**src/rtl/clock_divider.sv**
```systemverilog
// Integer clock divider: registered div_clk, low for LOW then high for HIGH clkIn cycles.
// Define CLKDIV_ODD_DUTY50_EN to stretch the high phase by half a cycle for odd DIVIDE (50% duty).
`timescale 1ns/1ps
module clock_divider #(
    parameter int CLK_FREQ_HZ = 100_000_000,
    parameter int OUT_FREQ_HZ = 1,
    parameter int DIVIDE      = CLK_FREQ_HZ / OUT_FREQ_HZ,
    parameter int CNT_W       = $clog2(DIVIDE)
) (
    input  logic clkIn,
    input  logic rst,
    output logic div_clk
);

    localparam int HIGH = DIVIDE / 2;
    localparam int LOW  = DIVIDE - HIGH;
    localparam logic [CNT_W-1:0] CNT_RISE = CNT_W'(LOW - 1);
    localparam logic [CNT_W-1:0] CNT_LAST = CNT_W'(DIVIDE - 1);

    generate
        if (DIVIDE < 2) begin : g_bad_divide
            $error("clock_divider: DIVIDE must be at least 2");
        end
    endgenerate

    logic [CNT_W-1:0] cnt_q, cnt_d;
    logic             q_q, q_d;

    always_comb begin
        cnt_d = cnt_q + CNT_W'(1);
        q_d   = q_q;
        if (cnt_q == CNT_LAST) begin
            cnt_d = '0;
            q_d   = 1'b0;
        end else if (cnt_q == CNT_RISE) begin
            q_d   = 1'b1;
        end
    end

    always_ff @(posedge clkIn or posedge rst) begin
        if (rst) begin
            cnt_q <= '0;
            q_q   <= 1'b0;
        end else begin
            cnt_q <= cnt_d;
            q_q   <= q_d;
        end
    end

`ifdef CLKDIV_ODD_DUTY50_EN
    generate
        if (DIVIDE % 2 == 1) begin : g_odd50
            // Half-cycle delayed copy of q extends the high phase past the rising edge that clears q.
            logic qn_q, qn_d;

            always_comb qn_d = q_q;

            always_ff @(negedge clkIn or posedge rst) begin
                if (rst) qn_q <= 1'b0;
                else     qn_q <= qn_d;
            end

            assign div_clk = q_q | qn_q;
        end else begin : g_even
            assign div_clk = q_q;
        end
    endgenerate
`else
    assign div_clk = q_q;
`endif

endmodule

```
**config.mk**
```make
export PLATFORM = sky130hd
export DESIGN_NAME = clock_divider
export DESIGN_NICKNAME = d
export VERILOG_FILES = /design/src/rtl/clock_divider.sv
export SDC_FILE = /design/constraint.sdc
export NUM_CORES = 1
export LEC_CHECK = 0
export BUFFER_PORTS_ARGS = -buffer_cell sky130_fd_sc_hd__buf_2
export CORE_MARGIN = 5
export CORE_UTILIZATION = 30
export CTS_CLUSTER_SIZE = 20
export DETAILED_ROUTE_END_ITERATION = 8
export SLEW_MARGIN = 0
export SYNTH_ARGS = -nofsm -noshare
export SYNTH_HDL_FRONTEND = slang
export SYNTH_SLANG_ARGS = --single-unit
```
**constraint.sdc**
```tcl
create_clock -name clkIn -period 2.19 [get_ports clkIn]
set_input_delay 0.1095 -clock clkIn [delete_from_list [all_inputs] [get_ports clkIn]]
set_output_delay 0.1095 -clock clkIn [all_outputs]
set_load 0.1 [all_outputs]
```
==> results.md, run 1 <==
- Post-DR vias/cell: 4.99
- Share of layout cells above drive strength 1: 12.1%
- Cell variety after synth: 36
- Count of final setup violators: 0
- Cell Area, Placed: 1570 sq um
- Final core utilization: 34.7%
- Post-Syn Nets: 155
- Initial core utilization: 31.3%
- Root buffer cell: clkbuf_8
- Synth Area per Inst: 9.78 sq um
- Leakage: 0.718 nW
- Setup TNS: 0 ns
- Antenna fix cells: 0
- CP Cell Sequence: or4_4 -> nor2_4 -> nand2_4 -> nor2_8 -> o221ai_2
- Hold Vio Cnt, Final: 0
- Worst path slowest cell: or4_4
- WL per Instance: 13.1 um
- End of the worst register-to-register path: cnt_q[5]
- DRT Pass-1 Iters: 6
- Area Overhead vs Synth: 10.9%
- Placement row count: 25
- Max-cap violations: 0
- CP peak stage delay: 0.58 ns
- Vias in the first global route: 1150
- Number of DRC markers in iteration 0: 45
- Crit path DAT: 1.89 ns
- Port bufs: 2
- Synthesis Warnings: 0
- Routed via count: 1118
- Congestion Overflow GR: 0
- Power per Cell Area: 566 nW/um^2
- F_max: 0.578 GHz
- Initial antenna violation count: 0
- ANT nets after route: 0
- Resized cells post-CTS: 0
- CP max FO: 9
- Die W: 80.4 um
- Post-Syn Instances: 152
- Die height: 80.4 um
- CP Launch Type: flop
- Die area: 6460 sq um
- Nets: 161
- Worst Clk Skew: 0.00428 ns
- Worst-path clk slew: 0.09 ns
- Yosys top cell by area: dfrtp_1
- Post-synthesis register bit count: 28
- Main flop type after synthesis: dfrtp_1
- Top-area cell type share of the netlist area: 47.1%
- Req. time, crit path: 2.35 ns
- Crit path kind: flop to flop
- Cell area after synthesis: 1490 sq um
- Gp weighted congestion: 0.917
- Hpwl dp: 2.14 mm
- Core ar.: 4750 sq um
- Fraction of registers with async set/reset: 100%
- Outcome: completed
- Final wirelength: 2.93 mm
- Slew HR: 67.9%
- I/O Pins: 3
- Largest net degree at the start of global routing: 29
- CP endpoint kind: flop
- TritonCTS clock tree: done
- Clock sinks: 28
- Final slew viol count: 0
- R2R cell count: 5
- Post-synth EDFFs: 0
- VDD IR max: 0.279 mV
- R2R setup slack: 0.46 ns
- Clk Latency, worst-skew pair: 0.27 ns
- Synth area leaders: dfrtp_1, xnor2_1, nor2_1, xor2_1, nand3_1
- Fill cell count: 499
- Final period util: 79.0%
- Tot GR Track Use: 10.5%
- TritonCTS buffer count: 3
- Actual slew at the worst max-slew pin: 0.485 ns
- Clock buffer depth: 2
- Setup bufs post-CTS: 0
- RSZ-0062 raised after global routing: false
- Final Cell Area: 1650 sq um
- Max H-tree Level: 1
- Reg-to-reg critical path startpoint: cnt_q[8]
- DRC Markers: 0
- First-pass GRT wire length: 5.42 mm
- Worst Hold Class: primary input to async pin
- Post-synthesis sequential area ratio: 47.1%
- Min Clock Period, post-route: 1.73 ns
-- synthesized netlist by cell type (2+ instances only) --
cell type  instances
a21oi_1            6
a31oi_1            3
and4_1             3
dfrtp_1           28
inv_1              5
nand2_1           13
nand3_1           12
nand4_1            9
nor2_1            18
nor3_1             4
nor4_1             2
o21ai_0            9
or2_4              2
or3_1              3
xnor2_1            8
xor2_1             7
-- how the worst max path moves through the flow --
stage,start,end,depth (start not counted)
6_report,cnt_q[8],cnt_q[5],5
5_1_grt,cnt_q[4],cnt_q[19],5
4_1_cts,cnt_q[8],cnt_q[5],5
3_5_place_dp,cnt_q[8],cnt_q[5],5
3_3_place_gp,cnt_q[8],cnt_q[5],5
2_1_floorplan,cnt_q[8],cnt_q[5],6
-- metal layers --
layer / vias up / wire length [um] / global-route usage, %
met5: - / 0 / 0
met2: 11 / 1350 / 16.4
met4: 0 / 72 / 4.73
li1: 558 / - / -
met3: 7 / 31 / 1.01
met1: 542 / 1480 / 14.5
-- layout make-up --
type                    count  area (sq um)  share of cell area (%)
clock buffers               3          41.3                    2.51
inverters                   5          18.8                    1.14
repair buffers              4          27.5                    1.67
flip-flops and latches     28           701                    42.5
clock inverters             1          30.0                    1.82
multi-input cells         116           746                    45.3
well taps                  67          83.8                    5.09
-- metrics by stage --
step           hold slack (ns)  worst slack [ns]  total power, W  std cells
2_1_floorplan            0.175             0.553        0.000534        152
3_3_place_gp             0.194             0.501        0.000540        219
3_5_place_dp             0.190             0.470        0.000540        219
4_1_cts                  0.446             0.453        0.000940        224
5_1_grt                  0.501             0.323        0.000964        224
6_report                 0.443             0.460        0.000932        224
-- placed cells by master, fill, tap and decap left out, types with 2 or more instances in the layout --
cell type  count
nor4_1         2
xor2_1         7
nand2_1       13
and4_1         3
nor2_1        18
inv_1          5
buf_2          2
dfrtp_1       28
clkbuf_8       3
a21oi_1        6
or2_4          2
nor3_1         4
xnor2_1        8
a31oi_1        3
nand4_1        9
nand3_1       12
or3_1          3
o21ai_0        9
-- where the power goes --
group | internal (W) | total (W) | switching (W)
logic | 0.00000310 | 0.0000137 | 0.0000106
clock network | 0.000245 | 0.000402 | 0.000157
registers | 0.000517 | 0.000517 | 0
-- flip-flops by register name, summed over array words and instances (netlist names) --
| name | flops |
|---|---|
| div_clk | 1 |
| cnt_q | 27 |
-- cells by family after synthesis --
kind of cell	share of synthesized area [%]
xor gates and xnor gates	8.84
AOI/OAI and AO/OA	8.42
DFF	47.1
and+or+nand+nor	32.1
adders and majority gates	0.842
buffers and inverters	2.69
-- timing repair --
| action | 4_1_cts | 5_1_grt |
|---|---|---|
| hold endpoints to repair | 28 | 0 |
| setup endpoints to repair | 0 | 0 |
| hold buffers | 1 | 0 |
-- worst max-delay path: cells and delay by family, from the launching register on --
family             cells  cell delay, ns
DFF                    1            0.47
AOI/OAI and AO/OA      1            0.11
and+or+nand+nor        4            1.04
Power figures use the tool's default switching activity.
==> run 2: changes to the inputs <==
--- a/config.mk
+++ b/config.mk
@@ -5,6 +5,7 @@
 export SDC_FILE = /design/constraint.sdc
 export NUM_CORES = 1
 export LEC_CHECK = 0
+export ABC_AREA = 1
 export BUFFER_PORTS_ARGS = -buffer_cell sky130_fd_sc_hd__buf_2
 export CORE_MARGIN = 5
 export CORE_UTILIZATION = 30
==> constraint.sdc (replaced) <==
create_clock -name clkIn -period 1.8 [get_ports clkIn]
set_input_delay 0.09 -clock clkIn [delete_from_list [all_inputs] [get_ports clkIn]]
set_output_delay 0.09 -clock clkIn [all_outputs]
set_load 0.1 [all_outputs]
==> run 2 against run 1 <==
Effect of this change: maximum frequency grew 20%; sequential power grew 22%; synthesized cell count grew 61%; critical path type unchanged; critical endpoint is now div_clk.
==> results.md, run 2 <==
- Cell area after synthesis: 1750 sq um (+18%)
- Power per Cell Area: 543 nW/um^2 (-4.0%)
- WL per Instance: 10.8 um (-17%)
- Initial core utilization: 31.3% (about the same)
- Clk Latency, worst-skew pair: 0.28 ns (about the same)
- Commonest cells after routing, fill and taps aside: nand2_1, nor2_1, inv_1, dfrtp_1, nand3_1
- Top-area cell type share of the netlist area: 39.9% (-7.2 points)
- Count of final setup violators: 0 (unchanged)
- Biggest register: cnt_q
- DRT Pass-1 Iters: 4 (-2)
- Worst Clk Skew: 0.00383 ns (-0.000447 ns)
- Max H-tree Level: 1 (unchanged)
- Yosys top cell by area: dfrtp_1
- Post-synthesis register bit count: 28 (unchanged)
- Outcome: completed
- Worst setup startpoint: cnt_q[0]
- Actual slew at the worst max-slew pin: 0.482 ns (-0.00215 ns)
- Reg-to-reg critical path startpoint: cnt_q[0]
- Vias in the first global route: 1339 (+16%)
- Nets: 257 (+60%)
- Final wirelength: 3.50 mm (+20%)
- Root buffer cell: clkbuf_8
- Tot GR Track Use: 10.6% (+0.12 points)
- Clock sinks: 28 (unchanged)
- Initial antenna violation count: 0 (unchanged)
- Die W: 86.5 um (+7.6%)
- Met2 GRT Util: 16.1% (-0.33 points)
- CP max FO: 7 (-2)
- ANT nets after route: 0 (unchanged)
- Largest register FFs: 27 (unchanged)
- Gp weighted congestion: 0.816 (-11%)
- Post-Syn Instances: 245 (+61%)
- Main flop type after synthesis: dfrtp_1
- TritonCTS clock tree: done
- Port bufs: 2 (unchanged)
- Grt met3 use: 1.43% (+0.42 points)
- F_max: 0.695 GHz (+20%)
- CP endpoint kind: flop
- Routed via count: 1410 (+26%)
- Die area: 7480 sq um (+16%)
- Synth Area per Inst: 7.16 sq um (-27%)
- Post-synthesis sequential area ratio: 39.9% (-7.2 points)
- First-pass GRT wire length: 6.31 mm (+16%)
- Resized cells post-CTS: 0 (unchanged)
- Worst Hold Class: primary input to async pin
- Hpwl dp: 2.71 mm (+27%)
- DRC Markers: 0 (unchanged)
- I/O Pins: 3 (unchanged)
- Area Overhead vs Synth: 9.84%
- Max-cap violations: 0 (unchanged)
- Post-Syn Nets: 248 (+60%)
- Post-DR vias/cell: 4.34 (-13%)
- Slew HR: 68.1% (+0.14 points)
- Post-synth EDFFs: 0 (unchanged)
- Number of DRC markers in iteration 0: 76 (+69%)
- Crit path DAT: 1.61 ns (-0.28 ns)
- Req. time, crit path: 1.97 ns (-0.38 ns)
- Final slew viol count: 0 (unchanged)
- Congestion Overflow GR: 0 (unchanged)
- Placement row count: 27 (+8.0%)
- Synth area leaders: dfrtp_1, nand2_1, nor2_1, inv_1, nor2_4
- Fraction of registers with async set/reset: 100% (unchanged)
- Final period util: 79.9% (+0.96 points)
- Setup TNS: 0 ns (unchanged)
- Antenna fix cells: 0 (unchanged)
- Clock buffer depth: 2 (unchanged)
- GR Util met1: 15.1% (+0.58 points)
- Min Clock Period, post-route: 1.44 ns (-0.291 ns)
- Power, Total: 0.00105 W (+12%)
- Cell variety after synth: 18 (-50%)
- RSZ-0062 raised after global routing: false
- Leakage: 0.904 nW (+26%)
- CP Launch Type: flop
- Core ar.: 5610 sq um (+18%)
- Hold Vio Cnt, Final: 0 (unchanged)
- Commonest non-fill, non-tap cell in the layout: nand2_1
- Worst-path clk slew: 0.10 ns (about the same)
- Synthesis Warnings: 0 (unchanged)
- Most frequent cell after synthesis: nand2_1
- Crit path kind: flop to flop
- Largest net degree at the start of global routing: 29 (unchanged)
- GR peak layer: met2
- Die height: 86.5 um (+7.6%)
- Top post-synthesis cells by count: nand2_1, nor2_1, dfrtp_1, inv_1, nand3_1
- VDD IR max: 0.229 mV (-18%)
- TritonCTS buffer count: 3 (unchanged)
- Share of layout cells above drive strength 1: 15.0% (+2.9 points)
## run 2: path summary, 6_finish.rpt
path,cells after the start,endpoint,slack [ns]
worst max-delay path,8,div_clk,0.36
worst min-delay path,4,cnt_q[14],0.41
worst max register to register,8,div_clk,0.36
worst min register to register,1,cnt_q[0],0.47
max in group asynchronous,4,cnt_q[4],1.12
min in group clkIn,1,cnt_q[0],0.47
## run 2: layer usage
layer / part of all wire [%] / vias up / wire, um
li1: - / 757 / -
met1: 53 / 635 / 1860
met2: 44 / 16 / 1540
met3: 2.2 / 2 / 76
met4: 0.80 / 0 / 28
met5: 0 / - / 0
## run 2: worst max-delay path, stage by stage, from the launching register on
cell     delay (ns)
dfrtp_1        0.38
ha_1           0.20
nand2_2        0.07
nor2_4         0.17
nand2_4        0.10
inv_2          0.07
nand2_2        0.06
nor2_4         0.19
o21ai_1        0.09
## run 2: cell type report
| cell class | count | area, sq um |
|---|---|---|
| clock buffers | 4 | 55.1 |
| fillers | 618 | 3680 |
| inverters | 29 | 109 |
| multi-input cells | 188 | 945 |
| flip-flops and latches | 28 | 701 |
| well taps | 72 | 90.1 |
| repair buffers | 4 | 27.5 |
## run 2: stage by stage
| step | std cells | setup slack (ns) | util [%] | instance area, sq um | hold WS (ns) |
|---|---|---|---|---|---|
| floorplan | 245 | 0.491 | - | 1750 | 0.155 |
| global placement | 320 | 0.395 | 33.2 | 1860 | 0.184 |
| detailed placement | 320 | 0.361 | 33.2 | 1860 | 0.186 |
| CTS | 325 | 0.349 | 34.4 | 1930 | 0.419 |
| global route | 325 | 0.189 | 34.4 | 1930 | 0.458 |
| finish | 325 | 0.361 | 34.4 | 1930 | 0.410 |
## run 2: power breakdown
group / switching, W / leakage [nW] / internal [W]
clock network: 0.000205 / 0.0288 / 0.000196
logic: 0.0000129 / 0.498 / 0.00000378
registers: 0 / 0.377 / 0.000629
## run 2: cells by family after synthesis
group | share of synthesized area [%]
simple gates | 45.1
buf+inv | 6.21
flops | 39.9
xor+xnor | 5.99
compound gates | 2.00
fa+ha+maj | 0.713
## run 2: repair_timing
action | CTS | global route
setup buffers | 0 | 0
hold endpoints to repair | 28 | 0
hold buffers | 1 | 0
